File: src/rtl/uart_pkg.sv
// Shared constants, types and helpers for the UART receive path.
package uart_pkg;

  localparam int unsigned UART_DW            = 8;
  localparam int unsigned UART_RX_FIFO_DEPTH = 16;

  typedef logic [UART_DW-1:0] uart_byte_t;

  // Ceiling log2 that never returns 0, so a 1-entry address stays 1 bit wide.
  function automatic int unsigned clog2_safe(input int unsigned n);
    int unsigned r;
    r = 0;
    for (int unsigned i = 0; i < 32; i++) begin
      if ((32'd1 << i) < n) r = i + 1;
    end
    return (r == 0) ? 1 : r;
  endfunction

endpackage

File: src/rtl/uart_fifo_mem.sv
// DEPTH x DW register array: one synchronous write port, one asynchronous read port.
module uart_fifo_mem
  import uart_pkg::*;
#(
  parameter int unsigned DEPTH = UART_RX_FIFO_DEPTH,
  parameter int unsigned DW    = UART_DW,
  parameter int unsigned AW    = clog2_safe(DEPTH)
) (
  input  logic          clk,
  input  logic          we,
  input  logic [AW-1:0] waddr,
  input  logic [DW-1:0] wdata,
  input  logic [AW-1:0] raddr,
  output logic [DW-1:0] rdata
);

  logic [DW-1:0] mem [DEPTH];

  always_ff @(posedge clk) begin
    if (we) mem[waddr] <= wdata;
  end

  assign rdata = mem[raddr];

endmodule

File: src/rtl/uart_rx_fifo.sv
// FWFT receive buffer behind uart_rx; accepts every byte and drops on full.
// Optional drop counter enabled by defining UART_RX_FIFO_DROPCNT_EN.
module uart_rx_fifo
  import uart_pkg::*;
#(
  parameter int unsigned DEPTH = UART_RX_FIFO_DEPTH,
  parameter int unsigned DW    = UART_DW
) (
  input  logic                       clk,
  input  logic                       rst_n,
  input  logic [DW-1:0]              in_data,
  input  logic                       in_valid,
  output logic                       in_ready,
  output logic [DW-1:0]              out_data,
  output logic                       out_valid,
  input  logic                       out_ready,
  output logic [$clog2(DEPTH+1)-1:0] count,
  output logic                       full,
  output logic                       overflow,
  input  logic                       ovf_clr,
  output logic [15:0]                ovf_count
);

  localparam int unsigned AW = clog2_safe(DEPTH);
  localparam int unsigned CW = $clog2(DEPTH + 1);

  logic [AW:0] wr_ptr;
  logic [AW:0] rd_ptr;
  logic [AW:0] occ;
  logic        push;
  logic        pop;
  logic        drop;
  logic        rdy_q;

  // Occupancy falls out of the extra pointer bit; no separate counter to keep in step.
  assign occ       = wr_ptr - rd_ptr;
  assign count     = CW'(occ);
  assign full      = (occ == (AW + 1)'(DEPTH));
  assign out_valid = (occ != '0);
  assign in_ready  = rdy_q;

  assign pop  = out_valid & out_ready;
  assign push = in_valid & rdy_q & (~full | pop);
  assign drop = in_valid & rdy_q & full & ~pop;

  always_ff @(posedge clk or negedge rst_n) begin
    if (!rst_n) begin
      rdy_q  <= 1'b0;
      wr_ptr <= '0;
      rd_ptr <= '0;
    end else begin
      rdy_q <= 1'b1;
      if (push) wr_ptr <= wr_ptr + 1'b1;
      if (pop)  rd_ptr <= rd_ptr + 1'b1;
    end
  end

  always_ff @(posedge clk or negedge rst_n) begin
    if (!rst_n)       overflow <= 1'b0;
    else if (drop)    overflow <= 1'b1;
    else if (ovf_clr) overflow <= 1'b0;
  end

`ifdef UART_RX_FIFO_DROPCNT_EN
  logic [15:0] drop_cnt;

  always_ff @(posedge clk or negedge rst_n) begin
    if (!rst_n) begin
      drop_cnt <= '0;
    end else if (drop) begin
      if (ovf_clr)               drop_cnt <= 16'd1;
      else if (drop_cnt != '1)   drop_cnt <= drop_cnt + 16'd1;
    end else if (ovf_clr) begin
      drop_cnt <= '0;
    end
  end

  assign ovf_count = drop_cnt;
`else
  assign ovf_count = '0;
`endif

  uart_fifo_mem #(
    .DEPTH (DEPTH),
    .DW    (DW),
    .AW    (AW)
  ) u_mem (
    .clk   (clk),
    .we    (push),
    .waddr (wr_ptr[AW-1:0]),
    .wdata (in_data),
    .raddr (rd_ptr[AW-1:0]),
    .rdata (out_data)
  );

endmodule

File: config.mk
export PLATFORM = sky130hd
export DESIGN_NAME = uart_rx_fifo
export DESIGN_NICKNAME = d
export VERILOG_FILES = /design/src/rtl/uart_pkg.sv /design/src/rtl/uart_fifo_mem.sv /design/src/rtl/uart_rx_fifo.sv
export SDC_FILE = /design/constraint.sdc
export NUM_CORES = 1
export LEC_CHECK = 0
export CORE_AREA = 2 2 131 133
export CTS_CLUSTER_DIAMETER = 120
export DETAILED_ROUTE_END_ITERATION = 12
export DIE_AREA = 0 0 133 135
export PLACE_DENSITY_LB_ADDON = 0.12
export REMOVE_ABC_BUFFERS = 1
export SLEW_MARGIN = 25
export SYNTH_ARGS = -nofsm -noshare
export SYNTH_HDL_FRONTEND = slang
export SYNTH_SLANG_ARGS = --single-unit
File: constraint.sdc
create_clock -name clk -period 4.3 [get_ports clk]
set_input_delay 0.86 -clock clk [delete_from_list [all_inputs] [get_ports clk]]
set_output_delay 0.86 -clock clk [all_outputs]
set_load 0.1 [all_outputs]
# ---- Word-level counts from Yosys, hierarchy flattened
# Memory sizes are Yosys's and may differ from the RTL's.
# Cells that the tools add are included.
dict set report op_classes {
  reduce_logical 2
  n_eq_ne 1
  n_addsub 3
  bitwise 8
  muxes 4
}
# operator n
set ops {}
lappend ops {{$add 5x1->5 const B} 2}
lappend ops {{$and 1x1->1} 5}
lappend ops {{$eq 5x5->1 const B} 1}
lappend ops {{$reduce_bool 5->1} 1}
lappend ops {{$sub 5x5->5} 1}
lappend ops {{$mux 1} 4}
lappend ops {{$not 1->1} 2}
lappend ops {{$reduce_bool 2->1} 1}
lappend ops {{$or 1x1->1} 1}
dict set report totals {
  mem_count 1
  regBits 12
  wordCells 23
  mem_bits_rw 128
}
# memory depth width rd rd_ports_with_merged_regs wr line_no
set mem_list {}
lappend mem_list {u_mem.mem 16 8 1 0 1 uart_fifo_mem.sv:17} ;# logic [DW-1:0] mem [DEPTH];

# ---- Logic depth before layout (Yosys ltp)
dict set report logic_depth {
  depth_word 7
  mapped_depth 10
}

# ---- Hierarchy
# Synthesis repeated with hierarchy kept, for this count alone.
dict set report hier_totals {
  cells_unflattened 311
  hier_area_um2 5889.4
}
# mod area_per_inst_um2 seq_area_each_um2 n_inst cells_each
set by_module_without_submodules {}
lappend by_module_without_submodules {uart_fifo_mem 4987.3 3843.7 1 221}
lappend by_module_without_submodules {uart_rx_fifo 902.1 300.3 1 90}

# ---- Least setup slack after synthesis
# Ideal clock, no wire load.
dict set report synth_path {
  path_type {register -> output}
  start {reg rd_ptr[2]}
  end {out out_valid}
  slack_ps -646
  arrival_time_ps 4086
  required_ps 3440
  stages_incl_launch_ff 9
  n_path_buf 3
  path_cell_list {dfrtp_1 buf_2 buf_1 buf_2 clkinv_1 ha_1 xor2_1 and4b_4 o2bb2ai_4}
}
dict set report synth_via {
  elab_chain_len 2
}
# item line_no
set synth_rtl {}
lappend synth_rtl {{from (decl)} uart_rx_fifo.sv:28} ;# logic [AW:0] rd_ptr;
lappend synth_rtl {{from (signal assigned)} uart_rx_fifo.sv:54} ;# if (pop) rd_ptr <= rd_ptr + 1'b1;
lappend synth_rtl {{$sub 5x5->5} uart_rx_fifo.sv:36} ;# assign occ = wr_ptr - rd_ptr;
lappend synth_rtl {{named net count[2]} uart_rx_fifo.sv:17} ;# output logic [$clog2(DEPTH+1)-1:0] count,
lappend synth_rtl {{$reduce_bool 5->1} uart_rx_fifo.sv:39} ;# assign out_valid = (occ != '0);
lappend synth_rtl {{to (decl)} uart_rx_fifo.sv:15} ;# output logic out_valid,
# The timed path passes the listed nets, and every way through them passes these cells.

# ---- Worst setup path after layout
dict set report layout_path {
  start {reg rd_ptr[3]}
  end {out full}
}
dict set report layout_via {
  elab_chain_len 2
}
# item line_no
set layout_rtl {}
lappend layout_rtl {{$sub 5x5->5} uart_rx_fifo.sv:36}
lappend layout_rtl {{$eq 5x5->1} uart_rx_fifo.sv:38} ;# assign full = (occ == (AW + 1)'(DEPTH));
lappend layout_rtl {{to (decl)} uart_rx_fifo.sv:18} ;# output logic full,
# Every way passes these cells.

==> impl_metrics.json <==
{
  "areaGrowthSynthToFinish_pct": 19.56,
  "gp_congestion": 0.7992,
  "rr_worst_depth": 9,
  "startpoint": "rd_ptr[3]",
  "timing.final.crit_share": 0.8504,
  "io_buffer_count": 29,
  "nNetsFinal": 405,
  "num-fill-cells": 1458,
  "crit_end": "full",
  "synth_top_family_by_area": "multiplexers",
  "synth_edf_count": 128,
  "cts-buffers-inserted": 17,
  "placed_cell_area_mm2": 0.006449,
  "period_needed_ns": 3.657,
  "die-area_mm2": 0.01796,
  "grt_usage": 0.1587,
  "whs_ns": 0.5279,
  "viasPerCell": 4.922,
  "synthMuxAreaShare": 0.1269,
  "drt_first_pass_iters": 4,
  "crit_path_start_kind": "register",
  "routed_wl_um": 13090,
  "syn_area_mm2": 0.005886,
  "rr_startpoint": "wr_ptr[0]",
  "drt_iter0_drc": 228,
  "ff2ff_setup_slack_ns": 0.88,
  "yosys.area_share.simple": 0.06718,
  "ys_types": 36,
  "max_freq_mhz": 273.5,
  "clk_pin_slew_worst_paths_ns": 0.06,
  "ys_warn_count": 0,
  "antenna_found_initial": 0,
  "fin_area_mm2": 0.007037,
  "diodes": 0,
  "yosys_most_used_dff": "edfxtp_1",
  "ys_seq_area_frac": 0.7041,
  "grt_pass1_wl_um": 20070,
  "layout_setup_ws_ns": 0.6432,
  "hold_class": "register to register",
  "die_height_um": 135,
  "r2r_end": "u_mem.mem[12][4]",
  "required_ns": 3.44,
  "pre_cts_ws_ns": 0.8372,
  "ys_async_sr_fraction": 0.08571,
  "cts_tree": "done",
  "synth_top_area_share": 0.6531,
  "hold_violations": 0,
  "num_vias": 3027,
  "cts.path.max_buffers": 2,
  "drtAntennaViolNets": 0,
  "clockRootBuffer": "clkbuf_16",
  "ys_ff_latch": 140,
  "synth-xor-area-share": 0.01637,
  "ctsResizeCount": 0,
  "layout-drive-gt1-share": 0.2456,
  "grt_max_degree": 36,
  "start_util": 0.3587,
  "grt_overflow": 0,
  "skew_ns": 0.008933,
  "drv_cap": 0,
  "synth-compound-area-share": 0.02509,
  "finalSetupViolations": 0,
  "crit_type": "register to output pin",
  "max_slew_margin": 0.3491,
  "synth_fa_ha_area_frac": 0.02253,
  "htreeDepth": 4,
  "rows": 47,
  "cts_num_sinks": 140,
  "end_kind": "output pin",
  "slew_viol_final": 0,
  "grt_pass1_vias": 3098,
  "io-pin-count": 46,
  "synthTopCellsByArea": "edfxtp_1 (65%), mux4_2 (12%), dfrtp_1 (5.1%), nand2_1 (2.6%), buf_4 (2.4%)",
  "outcome": "complete, no violations",
  "hpwl_um": 8533,
  "post-cts-setup-buffers": 0,
  "core_mm2": 0.01641,
  "fp.dieW_um": 133,
  "syn-instance-count": 334,
  "syn_avg_cell_area_um2": 17.62,
  "drcViolationCount": 0,
  "ctsHoldBuffers": 0,
  "tightest_slew_ns": 0.9733,
  "min_from": "rd_ptr[4]",
  "insertion_delay_ns": 0.42,
  "wl_per_cell_um": 21.29,
  "cp.arrival_ns": 2.80,
  "critPathMaxFanout": 11,
  "synth_top_cell_by_area": "edfxtp_1",
  "rsz0062_at_grt": "no"
}
sequential cells by signal (all words and copies together), names as in the netlist:
signal     cells
rd_ptr         5
in_ready       1
overflow       1
wr_ptr         5
u_mem.mem    128
Yosys cell counts, types with 2 or more instances:
| master | instances |
|---|---|
| ha_1 | 9 |
| conb_1 | 2 |
| a21oi_1 | 2 |
| nand4_1 | 3 |
| clkbuf_1 | 2 |
| clkinv_1 | 2 |
| dfrtp_1 | 12 |
| buf_4 | 19 |
| inv_1 | 8 |
| nand3_1 | 5 |
| buf_2 | 4 |
| buf_1 | 2 |
| nor2_1 | 16 |
| mux4_2 | 32 |
| a31oi_1 | 8 |
| edfxtp_1 | 128 |
| nand3b_1 | 2 |
| nand2_1 | 41 |
| and3_1 | 11 |
| xnor2_1 | 8 |
| xor2_1 | 3 |
metrics by stage:
step	std cells	utilization	TNS [ns]
2_1_floorplan	322	-	-141.95
3_3_place_gp	583	0.3930	0
3_5_place_dp	583	0.3930	0
4_1_cts	615	0.4289	0
5_1_grt	615	0.4289	0
6_report	615	0.4289	0
per-layer routing:
layer / up-vias / part of all wire / GRT usage
li1: 1355 / - / -
met1: 1560 / 0.48 / 0.2229
met2: 95 / 0.46 / 0.2369
met4: 0 / 0.018 / 0.06272
met5: - / 0 / 0
met3: 17 / 0.045 / 0.04167
worst max-delay path, stage by stage (launching register included):
cell	delay, ns
dfrtp_1	0.60
inv_1	0.25
ha_1	0.42
a21oi_1	0.22
a21o_1	0.26
and2_1	0.25
o21a_1	0.19
buf_12	0.18
cells by family (layout without fill, tap and decap cells):
logic type	count (synthesis)	in the layout
AO/OA/AOI/OAI	16	16
buffers and inverters	37	83
adder cells (fa/ha/maj)	10	10
other	2	17
multiplexers	34	34
AND/OR/NAND/NOR	84	84
XOR/XNOR	11	11
flip-flops	140	140
cell type report:
type | count | area, um^2 | share of cell area
flip-flops and latches | 140 | 4145 | 0.5891
multi-input cells | 172 | 1583 | 0.2249
clock buffers | 17 | 425.4 | 0.06046
repair buffers | 41 | 407.9 | 0.05797
clock inverters | 15 | 162.7 | 0.02312
well taps | 220 | 275.3 | 0.03912
inverters | 10 | 37.54 | 0.005334
cell usage in the layout, fill, tap and decap left out, types with 3 or more instances in the layout:
cell / Yosys / routed
nand4_1: 3 / 3
ha_1: 9 / 9
xnor2_1: 8 / 8
mux4_2: 32 / 32
buf_12: 0 / 5
clkdlybuf4s50_1: 0 / 15
edfxtp_1: 128 / 128
nand3_1: 5 / 5
a31oi_1: 8 / 8
inv_6: 0 / 4
buf_4: 19 / 21
inv_1: 8 / 8
conb_1: 2 / 17
xor2_1: 3 / 3
and3_1: 11 / 11
dfrtp_1: 12 / 11
clkinv_2: 0 / 3
clkinv_1: 2 / 3
clkbuf_16: 0 / 17
nor2_1: 16 / 16
nand2_1: 41 / 41
worst min-delay path by stage:
stage,end,slack [ns],depth (start not counted)
after floorplan,rd_ptr[4],0.46,1
after global placement,rd_ptr[4],0.53,1
final,rd_ptr[4],0.53,1
after detailed placement,rd_ptr[4],0.53,1
after global routing,rd_ptr[4],0.57,1
after CTS,rd_ptr[4],0.54,1
Power is left out: the tool's default activity adds up to more than one toggle a clock period on the data nets, which glitch-free logic cannot reach.
==> RTL edit: new RTL, same settings <==
Register the output `count`, cleared by the reset; this adds one clock of latency there. The other outputs are not delayed to match.
--- a/src/rtl/uart_rx_fifo.sv
+++ b/src/rtl/uart_rx_fifo.sv
@@ -35,5 +35,11 @@
   // Occupancy falls out of the extra pointer bit; no separate counter to keep in step.
   assign occ       = wr_ptr - rd_ptr;
-  assign count     = CW'(occ);
+  always_ff @(posedge clk or negedge rst_n) begin
+    if (!rst_n) begin
+      count <= '0;
+    end else begin
+      count <= CW'(occ);
+    end
+  end
   assign full      = (occ == (AW + 1)'(DEPTH));
   assign out_valid = (occ != '0);
Check against the original RTL: not equivalent (Yosys sat finds a counterexample within 4 cycles, from zero or initial values and one cycle with rst_n low).
==> RTL edit against the unedited design <==
  * Setup slack improved by 90 ps
  * Sequential cell count increased by 5
  * Routed wire length decreased by 2.2%
  * Register-to-register slack better by 80 ps
  * Highest routed layer unchanged
  * Synthesized cell count increased by 1.5%
  * Final area is 1.1% higher
  * Sequential share of layout area increased by 1.1 points
  * Clock skew is 0.69 ps lower
  * Global-route usage down 0.60 points
  * Synthesized area increased by 2.1%
  * Non-clock buffer count decreased by 4
  * Critical path type unchanged
==> RTL edit: results (changes against the unedited design) <==
Clocking
  – H-tree Lvls: 4 (unchanged)
  – Root Buffer: clkbuf_16
  – Worst-Skew Late Latency: 420 ps (about the same)

Placement
  – DP Wirelength: 8300 um (-2.7%)
  – Dpl cells: 584 (+0.17%)
  – DP Area: 6520 sq um (+1.0%)
  – RD Place Congestion: 0.802 (+0.39%)
  – Worst slack at placement: 924 ps (+87.3 ps)

Timing
  – Worst rel slew slack: 35.6% (+0.73 points)
  – Worst hold slack: 494 ps (-34.4 ps)
  – Worst Skew: 8.24 ps (-0.691 ps)
  – Final worst path period share: 83.0% (-2.1 points)

Detailed routing
  – Via density per instance: 4.94 (+0.33%)
  – Initial drt markers: 165 (-28%)
  – Post-Route WL: 12800 um (-2.2%)
  – Pre-antenna DRT Iters: 5 (+1)

Synth
  – Synth area leaders: edfxtp_1 (64%), mux4_2 (12%), dfrtp_1 (7.1%)
  – Register area share after synthesis: 71.0% (+0.62 points)
  – Synth Area per Inst: 17.7 sq um (+0.62%)
  – YS warnings: 0 (unchanged)
  – Post-synth ARST share: 11.7% (+3.2 points)
  – Synth cell count leaders: edfxtp_1 (128), nand2_1 (41), mux4_2 (32), buf_4 (19), dfrtp_1 (17)

Worst hold path
  – Worst hold stages: 1 (unchanged)
  – Endpoint, Worst Hold: wr_ptr[4]
  – Hold_sp: wr_ptr[4]

Cells and area
  – Layout cells sized above 1: 21.5% (-3.0 points)
  – Largest register FFs: 128 (unchanged)
  – Final core utilization: 43.4% (+0.47 points)
  – Final Non-Filler Cells: 615 (unchanged)
  – Fin nets: 406 (+0.25%)
  – Filler Cells Inserted: 1471 (+0.89%)

Worst setup path
  – Worst r2r src: wr_ptr[0]
  – Worst Setup EP: full
  – Worst endpoint data arrival time: 2710 ps (-90 ps)
  – Reg2Reg Setup Slack: 960 ps (+80 ps)
  – R2R Path End: u_mem.mem[8][7]
  – Slowest stage cell, crit path: dfrtp_1
  – CP peak stage delay: 620 ps (+20 ps)

GRT
  – Vias in the first global route: 3141 (+1.4%)
  – First-pass GRT wire length: 19300 um (-3.8%)
  – All-layer global routing usage: 15.3% (-0.60 points)

Power and ir drop
  – Sw Share: 40.8%
  – Leakage: ~2.5 nW

Run status
  – Status: completed
[RTL edit: layout make-up]
class,count,share of cell area [%]
clock buffer,17,5.98
clock inverter,14,2.41
inverter,10,0.528
multi-input combinational,172,22.3
sequential,145,60.0
tap,220,3.87
timing repair buffer,37,4.93
[RTL edit: cells by family after synthesis]
kind of cell    count (synthesis)  synth area share [%]
simple gates                   84                  6.58
flops                         145                  71.0
buf+inv                        37                  3.58
compound gates                 16                  2.46
xor+xnor                       11                  1.60
mux                            34                  12.4
other cells                     2                 0.125
fa+ha+maj                      10                  2.21
[RTL edit: worst max-delay path: cells and delay by family (launching register included)]
| family | cells | cell delay [ps] |
|---|---|---|
| fa+ha+maj | 1 | 430 |
| buf+inv | 2 | 420 |
| simple gates | 1 | 180 |
| compound gates | 3 | 650 |
| flops | 1 | 620 |
[RTL edit: per-layer routing]
metal / GRT usage [%] / routed length [um]
met5: 0 / 0
met2: 24.2 / 6280
met4: 5.02 / 138
met3: 3.60 / 671
met1: 21.0 / 5720
